--- config.mk ---
export PLATFORM = sky130hd
export DESIGN_NAME = sw_reg_wb
export DESIGN_NICKNAME = d
export VERILOG_FILES = /design/src/rtl/sw_reg_wb.sv
export SDC_FILE = /design/constraint.sdc
export NUM_CORES = 1
export LEC_CHECK = 0
export ABC_AREA = 1
export CORE_ASPECT_RATIO = 1.5
export CORE_UTILIZATION = 31
export CTS_CLUSTER_SIZE = 8
export DETAILED_ROUTE_END_ITERATION = 7
export HOLD_SLACK_MARGIN = 0.02
export PLACE_DENSITY = 0.77
export SLEW_MARGIN = 20
export SYNTH_ARGS = -nofsm -noshare
export SYNTH_HDL_FRONTEND = slang
export SYNTH_SLANG_ARGS = --single-unit
--- constraint.sdc ---
create_clock -name wb_clk_i -period 1.32 [get_ports wb_clk_i]
set_clock_uncertainty 0.2 [all_clocks]
set_input_delay 0.264 -clock wb_clk_i [delete_from_list [all_inputs] [get_ports wb_clk_i]]
set_output_delay 0.264 -clock wb_clk_i [all_outputs]
set_load 0.005 [all_outputs]
--- src/rtl/sw_reg_wb.sv ---
// Single 32-bit software register on a Wishbone B3 classic slave, decoded over [C_BASEADDR, C_HIGHADDR].
// Latency 1 cycle (ack/err registered); no backpressure, a held strobe is served every other cycle.
module sw_reg_wb #(
  parameter logic [31:0] C_BASEADDR  = 32'h0000_0000,
  parameter logic [31:0] C_HIGHADDR  = 32'h0000_FFFF,
  parameter int          C_IO_DIR    = 0,
  parameter logic [31:0] C_RESET_VAL = 32'h0000_0000
) (
  input  logic        wb_clk_i,
  input  logic        wb_rst_i,
  input  logic        wb_cyc_i,
  input  logic        wb_stb_i,
  input  logic        wb_we_i,
  input  logic [3:0]  wb_sel_i,
  input  logic [31:0] wb_adr_i,
  input  logic [31:0] wb_dat_i,
  output logic [31:0] wb_dat_o,
  output logic        wb_ack_o,
  output logic        wb_err_o,
  output logic [31:0] user_data_o,
  input  logic [31:0] user_data_i
);

  logic [31:0] reg_q;
  logic        above_base;
  logic        below_high;
  logic        hit;
  logic        req;

  // Bounds at the ends of the address space are constant-true; skip the compare there.
  if (C_BASEADDR == 32'h0000_0000) begin : g_base_zero
    assign above_base = 1'b1;
  end else begin : g_base_cmp
    assign above_base = (wb_adr_i >= C_BASEADDR);
  end

  if (C_HIGHADDR == 32'hFFFF_FFFF) begin : g_high_max
    assign below_high = 1'b1;
  end else begin : g_high_cmp
    assign below_high = (wb_adr_i <= C_HIGHADDR);
  end

  assign hit = above_base & below_high;
  assign req = wb_cyc_i & wb_stb_i & ~wb_ack_o & ~wb_err_o;

  always_ff @(posedge wb_clk_i) begin
    if (wb_rst_i) begin
      reg_q    <= C_RESET_VAL;
      wb_ack_o <= 1'b0;
      wb_err_o <= 1'b0;
      wb_dat_o <= 32'h0000_0000;
    end else begin
      wb_ack_o <= req & hit;
      wb_err_o <= req & ~hit;
      if (req & hit & ~wb_we_i) begin
        wb_dat_o <= (C_IO_DIR != 0) ? user_data_i : reg_q;
      end else begin
        wb_dat_o <= 32'h0000_0000;
      end
      if (C_IO_DIR != 0) begin
        reg_q <= user_data_i;
      end else if (req & hit & wb_we_i) begin
        for (int n = 0; n < 4; n++) begin
          if (wb_sel_i[n]) begin
            reg_q[8*n +: 8] <= wb_dat_i[8*n +: 8];
          end
        end
      end
    end
  end

  assign user_data_o = reg_q;

endmodule

==> qor.txt, run 1 <==
Crit end category: flop
Post-synth top area cell: dfxtp_1
Leak: 1.99 nW
Grt met1 use: 0.176
Core Region: 7270 sq um
Routed vias: 2304
Die Width: 72.9 microns
DRT Pass-1 Iters: 4
Crit path max fanout: 8
Num Clock Sinks: 66
HP Start: wb_adr_i[22]
Status: finished with violations
Fmax achieved: 667 MHz
Grt peak-use layer: met2
Failing checks: negative setup slack
P&R area growth vs syn: 65.9%
# diodes: 0
Worst VDD drop: 0.704 mV
Startpoint type of the worst setup path: flop
Number of buffers created by CTS: 9
Initial DRC Count: 79
Crit-path leading delay family: simple AND/OR/NAND/NOR gates
Initial core utilization: 0.321
Layout Cells excl Fill: 554
Hold WS: 0.200 ns
Commonest cells after routing, fill and taps aside: nor2_1 (84), buf_2 (69), nand2_1 (63)
IO Port Bufs: 122
RD Place Congestion: 0.742
DRC Markers: 0
Yosys warns: 0
Detail Route Antenna Nets: 0
Number of global-route vias before repair: 2222
Post-route clock period utilization: 1.14
Drt total wl: 6.49 mm
CTS H-tree depth: 3
Die height: 108 microns
Clk_lat worst skew: 0.34 ns
PwrDens: 1060 nW/um^2
Mapped Nets: 404
PnR Total Power: 0.00409 W
Final instance area: 3870 sq um
Initial antenna violation count: 0
Main area contributors after synthesis: dfxtp_1 (57%), nor2_1 (14%), nand2_1 (11%), inv_1 (5.8%), nor2_2 (5.4%)
Final WS setup: -0.178 ns
Die ar.: 7890 sq um
Post-synth top area share: 0.566
Nets: 554
CP max stage delay: 0.34 ns
Avg Inst Size Synth: 7.81 sq um
Vias/cell: 4.16
Clk buf depth: 2
Floorplan row count: 38
Placed Instances: 523
Req. time, crit path: 1.36 ns
GR Layer Usage met3: 0.0531
WL per Instance: 11.7 microns
Worst R2R Start: wb_ack_o$_SDFF_PP0_
Post-place instance area: 3690 sq um
Worst slew margin: 0.753
Met2 Use GR: 0.302
Overall routing resource usage: 0.169
Count of cell types in the netlist: 13
Max-slew violations: 0
Reg clk slew, reported paths: 0.08 ns
Hold Violations, Final: 0
Max Cap Viol: 0
Post-synthesis cell count: 299
First-pass GRT wire length: 9.95 mm
Worst-Margin Slew: 0.371 ns
Commonest non-fill, non-tap cell in the layout: nor2_1
Critical path arrival: 1.54 ns
Critical path origin: wb_ack_o$_SDFF_PP0_
Worst path slowest cell: dfxtp_2
RSZ-0062 raised after global routing: yes
Pin count of the biggest net entering global routing: 33
Final setup violation count: 66
Crit Path Category: reg2reg
Hold buffers post-CTS: 0
Worst min path class: in2reg
Tmin final: 1.50 ns
Mapped Area: 2330 sq um
Global route overflow: 0
# IOs: 171
Worst path cell trace: nor2_4 > nand2_2 > nor2_4 > nand4_1 > buf_2 > nor2_1 > nor2_1
Share of layout cells above drive strength 1: 0.452
Sequential share of the synthesized area: 0.566
WP buf/inv: 1
DP HPWL: 4.32 mm
Seq cells post-synth: 66
CTS tree: built
Clock root buffer master: clkbuf_8
power breakdown:
group | switching (W) | total (W) | internal [W]
clock network | 0.000784 | 0.00190 | 0.00112
registers | 0.00000147 | 0.00199 | 0.00199
logic | 0.0000600 | 0.000195 | 0.000135
total | 0.000846 | 0.00409 | 0.00324
kinds of logic (layout without fill, tap and decap cells):
| group | Yosys count | after routing | share of synthesized area |
|---|---|---|---|
| buf+inv | 46 | 201 | 0.0997 |
| simple gates | 187 | 187 | 0.334 |
| flops | 66 | 66 | 0.566 |
stage by stage:
stage	TNS (ns)	setup slack, ns	util
detailed placement	-38.60	-0.629	0.507
CTS	-4.66	-0.132	0.523
floorplan	-7.95	-0.161	-
global route	-14.58	-0.297	0.533
finish	-8.46	-0.178	0.533
global placement	-36.51	-0.601	0.507
tightest hold or removal path, cell delays in order:
cell,delay (ns)
buf_2,0.08
nor2_1,0.03
nand2_1,0.06
nor2_2,0.05
and2_4,0.14
nor2_1,0.08
synth_stat cells, drive strengths merged:
| master | instances |
|---|---|
| nand4 | 4 |
| nand3 | 1 |
| nand2 | 71 |
| nor2 | 110 |
| clkbuf | 3 |
| buf | 7 |
| dfxtp | 66 |
| inv | 36 |
| and2 | 1 |
state kept, by name, indices dropped and copies added, names as in the netlist:
register and flops:
user_data_o 32, wb_ack_o 1, wb_dat_o 32, wb_err_o 1
cell type report:
type,instances,area (sq um)
inverter,36,138
clock inverter,6,88.8
timing repair buffer,149,1160
clock buffer,10,138
fill,708,3400
tap,100,125
sequential,66,1380
multi-input combinational,187,843
what timing repair did:
item	in CTS	in global routing
gates resized for setup	354	27
cloned	4	1
pin swaps	8	8
endpoints found under the setup margin	130	73
setup buffers	4	6
final timing paths:
kind,endpoint,slack (ns),cells past startpoint
hold / removal,wb_err_o$_SDFF_PP0_,0.20,6
setup reg to reg,user_data_o[3]$_SDFFE_PP0P_,-0.18,7
setup / recovery,user_data_o[3]$_SDFFE_PP0P_,-0.18,7
hold reg to reg,wb_dat_o[11]$_SDFF_PP0_,0.26,2
routing by layer:
layer / part of all wire / vias to the layer above
met5: 0 / -
met4: 0.020 / 0
met3: 0.067 / 11
met2: 0.52 / 88
met1: 0.39 / 1037
li1: - / 1168
No activity file was read; power rests on OpenSTA's default activity.
==> run 2: changes to the inputs <==
--- a/config.mk
+++ b/config.mk
@@ -5,13 +5,13 @@
 export SDC_FILE = /design/constraint.sdc
 export NUM_CORES = 1
 export LEC_CHECK = 0
-export ABC_AREA = 1
-export CORE_ASPECT_RATIO = 1.5
-export CORE_UTILIZATION = 31
+export ABC_AREA = 0
+export CORE_ASPECT_RATIO = 1.1
+export CORE_UTILIZATION = 30
 export CTS_CLUSTER_SIZE = 8
 export DETAILED_ROUTE_END_ITERATION = 7
 export HOLD_SLACK_MARGIN = 0.02
-export PLACE_DENSITY = 0.77
+export PLACE_DENSITY = 0.75
 export SLEW_MARGIN = 20
 export SYNTH_ARGS = -nofsm -noshare
 export SYNTH_HDL_FRONTEND = slang
==> qor.txt, run 2 <==
IO Port Bufs: 122 (unchanged)
Pin count of the biggest net entering global routing: 33 (unchanged)
Crit path max fanout: 8 (unchanged)
Synth top cells by count: dfxtp_1 (66), and2_1 (33), a21oi_1 (32), nand4_1 (32), o21ai_0 (32) (was nor2_1 (89), nand2_1 (70), dfxtp_1 (66))
Hold Violations, Final: 0 (unchanged)
Routed vias: 2421 (was 2304)
Grt met1 use: 0.215 (was 0.176)
Worst path cell trace: and4bb_4 > nand2b_4 > nor3_4 > buf_6 > buf_6 > and2_1 (was nor2_4 > nand2_2 > nor2_4 > nand4_1 > buf_2 > nor2_1 > nor2_1)
Yosys warns: 0 (unchanged)
CTS tree: built (unchanged)
Post-synthesis cell count: 232 (was 299)
Initial core utilization: 0.310 (was 0.321)
Worst path slowest cell: and4bb_4 (was dfxtp_2)
Worst-Margin Slew: 0.378 ns (was 0.371 ns)
Mapped Nets: 337 (was 404)
Mapped Area: 2300 sq um (was 2330 sq um)
PwrDens: 1020 nW/um^2 (was 1060 nW/um^2)
WL per Instance: 15.2 microns (was 11.7 microns)
Hold WS: 0.263 ns (was 0.200 ns)
Clock root buffer master: clkbuf_8 (unchanged)
Number of flops mapped to enable cells by yosys: 0 (unchanged)
Critical path arrival: 1.70 ns (was 1.54 ns)
Die Width: 85.5 microns (was 72.9 microns)
Main area contributors after synthesis: dfxtp_1 (57%), and2_1 (9.0%), nand4_1 (8.7%), a21oi_1 (7.0%), o21ai_0 (7.0%) (was dfxtp_1 (57%), nor2_1 (14%), nand2_1 (11%), inv_1 (5.8%), nor2_2 (5.4%))
Grt peak-use layer: met2 (unchanged)
Initial DRC Count: 67 (was 79)
RSZ-0062 raised after global routing: yes (unchanged)
Drt total wl: 7.37 mm (was 6.49 mm)
Req. time, crit path: 1.40 ns (was 1.36 ns)
Detail Route Antenna Nets: 0 (unchanged)
Worst VDD drop: 0.489 mV (was 0.704 mV)
Die ar.: 8030 sq um (was 7890 sq um)
# diodes: 0 (unchanged)
Sequential share of the synthesized area: 0.574 (was 0.566)
Commonest cells after routing, fill and taps aside: buf_2 (54), clkdlybuf4s50_1 (39), dfxtp_2 (36) (was nor2_1 (84), buf_2 (69), nand2_1 (63))
Num Clock Sinks: 66 (unchanged)
DP HPWL: 4.91 mm (was 4.32 mm)
Final setup violation count: 68 (was 66)
Post-synth top area share: 0.574 (was 0.566)
Max Cap Viol: 0 (unchanged)
Commonest non-fill, non-tap cell in the layout: buf_2 (was nor2_1)
Vias/cell: 5.00 (was 4.16)
Crit-path leading delay family: simple AND/OR/NAND/NOR gates (unchanged)
Fmax achieved: 619 MHz (was 667 MHz)
Number of global-route vias before repair: 2349 (was 2222)
Max-slew violations: 0 (unchanged)
Failing checks: negative setup slack (unchanged)
Hold buffers post-CTS: 0 (unchanged)
Top FF cell, synth: dfxtp_1 (unchanged)
Placed Instances: 447 (was 523)
Number of buffers created by CTS: 9 (unchanged)
Clk buf depth: 2 (unchanged)
# IOs: 171 (unchanged)
Leak: 1.76 nW (was 1.99 nW)
Core Region: 7430 sq um (was 7270 sq um)
WP buf/inv: 2 (was 1)
Avg Inst Size Synth: 9.93 sq um (was 7.81 sq um)
Floorplan row count: 33 (was 38)
Tmin final: 1.62 ns (was 1.50 ns)
Post-place instance area: 3760 sq um (was 3690 sq um)
Count of cell types in the netlist: 18 (was 13)
Global route overflow: 0 (unchanged)
CTS H-tree depth: 3 (unchanged)
Startpoint type of the worst setup path: flop (unchanged)
Die height: 93.9 microns (was 108 microns)
Worst slew margin: 0.748 (was 0.753)
Nets: 497 (was 554)
CP max stage delay: 0.40 ns (was 0.34 ns)
Post-route clock period utilization: 1.22 (was 1.14)
Crit end category: flop (unchanged)
Post-layout util: 0.545 (was 0.533)
Status: finished with violations (unchanged)
RD Place Congestion: 0.725 (was 0.742)
DRT Pass-1 Iters: 4 (unchanged)
Most used cell, CP: buf_6
Layout Cells excl Fill: 484 (was 554)
Post-synth top area cell: dfxtp_1 (unchanged)
Initial antenna violation count: 0 (unchanged)
Worst min path class: reg2reg (was in2reg)
Clk_lat worst skew: 0.34 ns (about the same)
Dominant cell by count in the synthesized netlist: dfxtp_1 (was nor2_1)
Final WS setup: -0.296 ns (was -0.178 ns)
GR Layer Usage met3: 0.0615 (was 0.0531)
Overall routing resource usage: 0.190 (was 0.169)
Reg clk slew, reported paths: 0.08 ns (about the same)
Met2 Use GR: 0.321 (was 0.302)
Final instance area: 4050 sq um (was 3870 sq um)
Ys async rst share: 0 (unchanged)
Seq cells post-synth: 66 (unchanged)
DRC Markers: 0 (unchanged)
P&R area growth vs syn: 75.7% (was 65.9%)
Crit Path Category: reg2reg (unchanged)
Share of layout cells above drive strength 1: 0.501 (was 0.452)
First-pass GRT wire length: 11.6 mm (was 9.95 mm)
==> run 2: cell types whose count changed after synthesis, moves of 10 or more <==
| cell | change |
|---|---|
| nand2_1 | -70 |
| nor2_1 | -87 |
| nor2_2 | -20 |
| a21oi_1 | +32 |
| inv_1 | -36 |
| nand4_1 | +28 |
| and2_1 | +32 |
| o21ai_0 | +32 |
| clkbuf_1 | +10 |
==> run 2: cell families (layout without fill, tap and decap cells) <==
group / count (synthesis) / in the layout / share of synthesized area
compound gates: 64 / 64 / 0.139
buf+inv: 22 / 187 / 0.0527
flops: 66 / 66 / 0.574
simple gates: 80 / 80 / 0.235
==> run 2: report_power, final <==
part	internal, W	switching [W]	total (W)
clock	0.00106	0.000768	0.00183
combinational	0.000180	0.000119	0.000299
sequential	0.00199	0.000000886	0.00199
==> run 2: final timing paths <==
check,from,end,slack (ns),cells past startpoint
max,wb_ack_o$_SDFF_PP0_,wb_dat_o[31]$_SDFF_PP0_,-0.30,6
min,user_data_o[4]$_SDFFE_PP0P_,wb_dat_o[4]$_SDFF_PP0_,0.26,1
max reg2reg,wb_ack_o$_SDFF_PP0_,wb_dat_o[31]$_SDFF_PP0_,-0.30,6
min reg2reg,user_data_o[4]$_SDFFE_PP0P_,wb_dat_o[4]$_SDFF_PP0_,0.26,1
==> run 2: timing repair <==
| item | CTS | global route |
|---|---|---|
| pin swaps | 41 | 23 |
| setup buffers | 19 | 4 |
| resized for setup | 344 | 42 |
| cloned | 3 | 0 |
| setup endpoints to repair | 132 | 79 |
==> run 2: routing by layer <==
layer  routed length [microns]  share of wire
met1                      2880           0.39
met2                      3820           0.52
met3                       469          0.064
met4                       206          0.028
met5                         0              0
==> run 2: cell type report <==
cell class	instances	area [sq um]
fillers	661	3380
flip-flops and latches	66	1370
repair buffers	171	1350
multi-input cells	144	1020
clock buffers	11	131
well taps	87	109
clock inverters	5	78.8
==> run 2: worst register-to-register path: cells and delay by family, from the launching register on <==
kind,cells,cell delay (ns)
AND/OR/NAND/NOR,4,0.77
buffers and inverters,2,0.27
flip-flops,1,0.33
==> run 2: per-stage QoR <==
step	worst slack, ns	setup TNS, ns	total power, W
floorplan	-0.221	-12.66	0.00210
global placement	-0.740	-46.21	0.00232
detailed placement	-0.773	-48.36	0.00232
CTS	-0.305	-16.72	0.00413
global route	-0.356	-20.58	0.00428
finish	-0.296	-16.65	0.00412
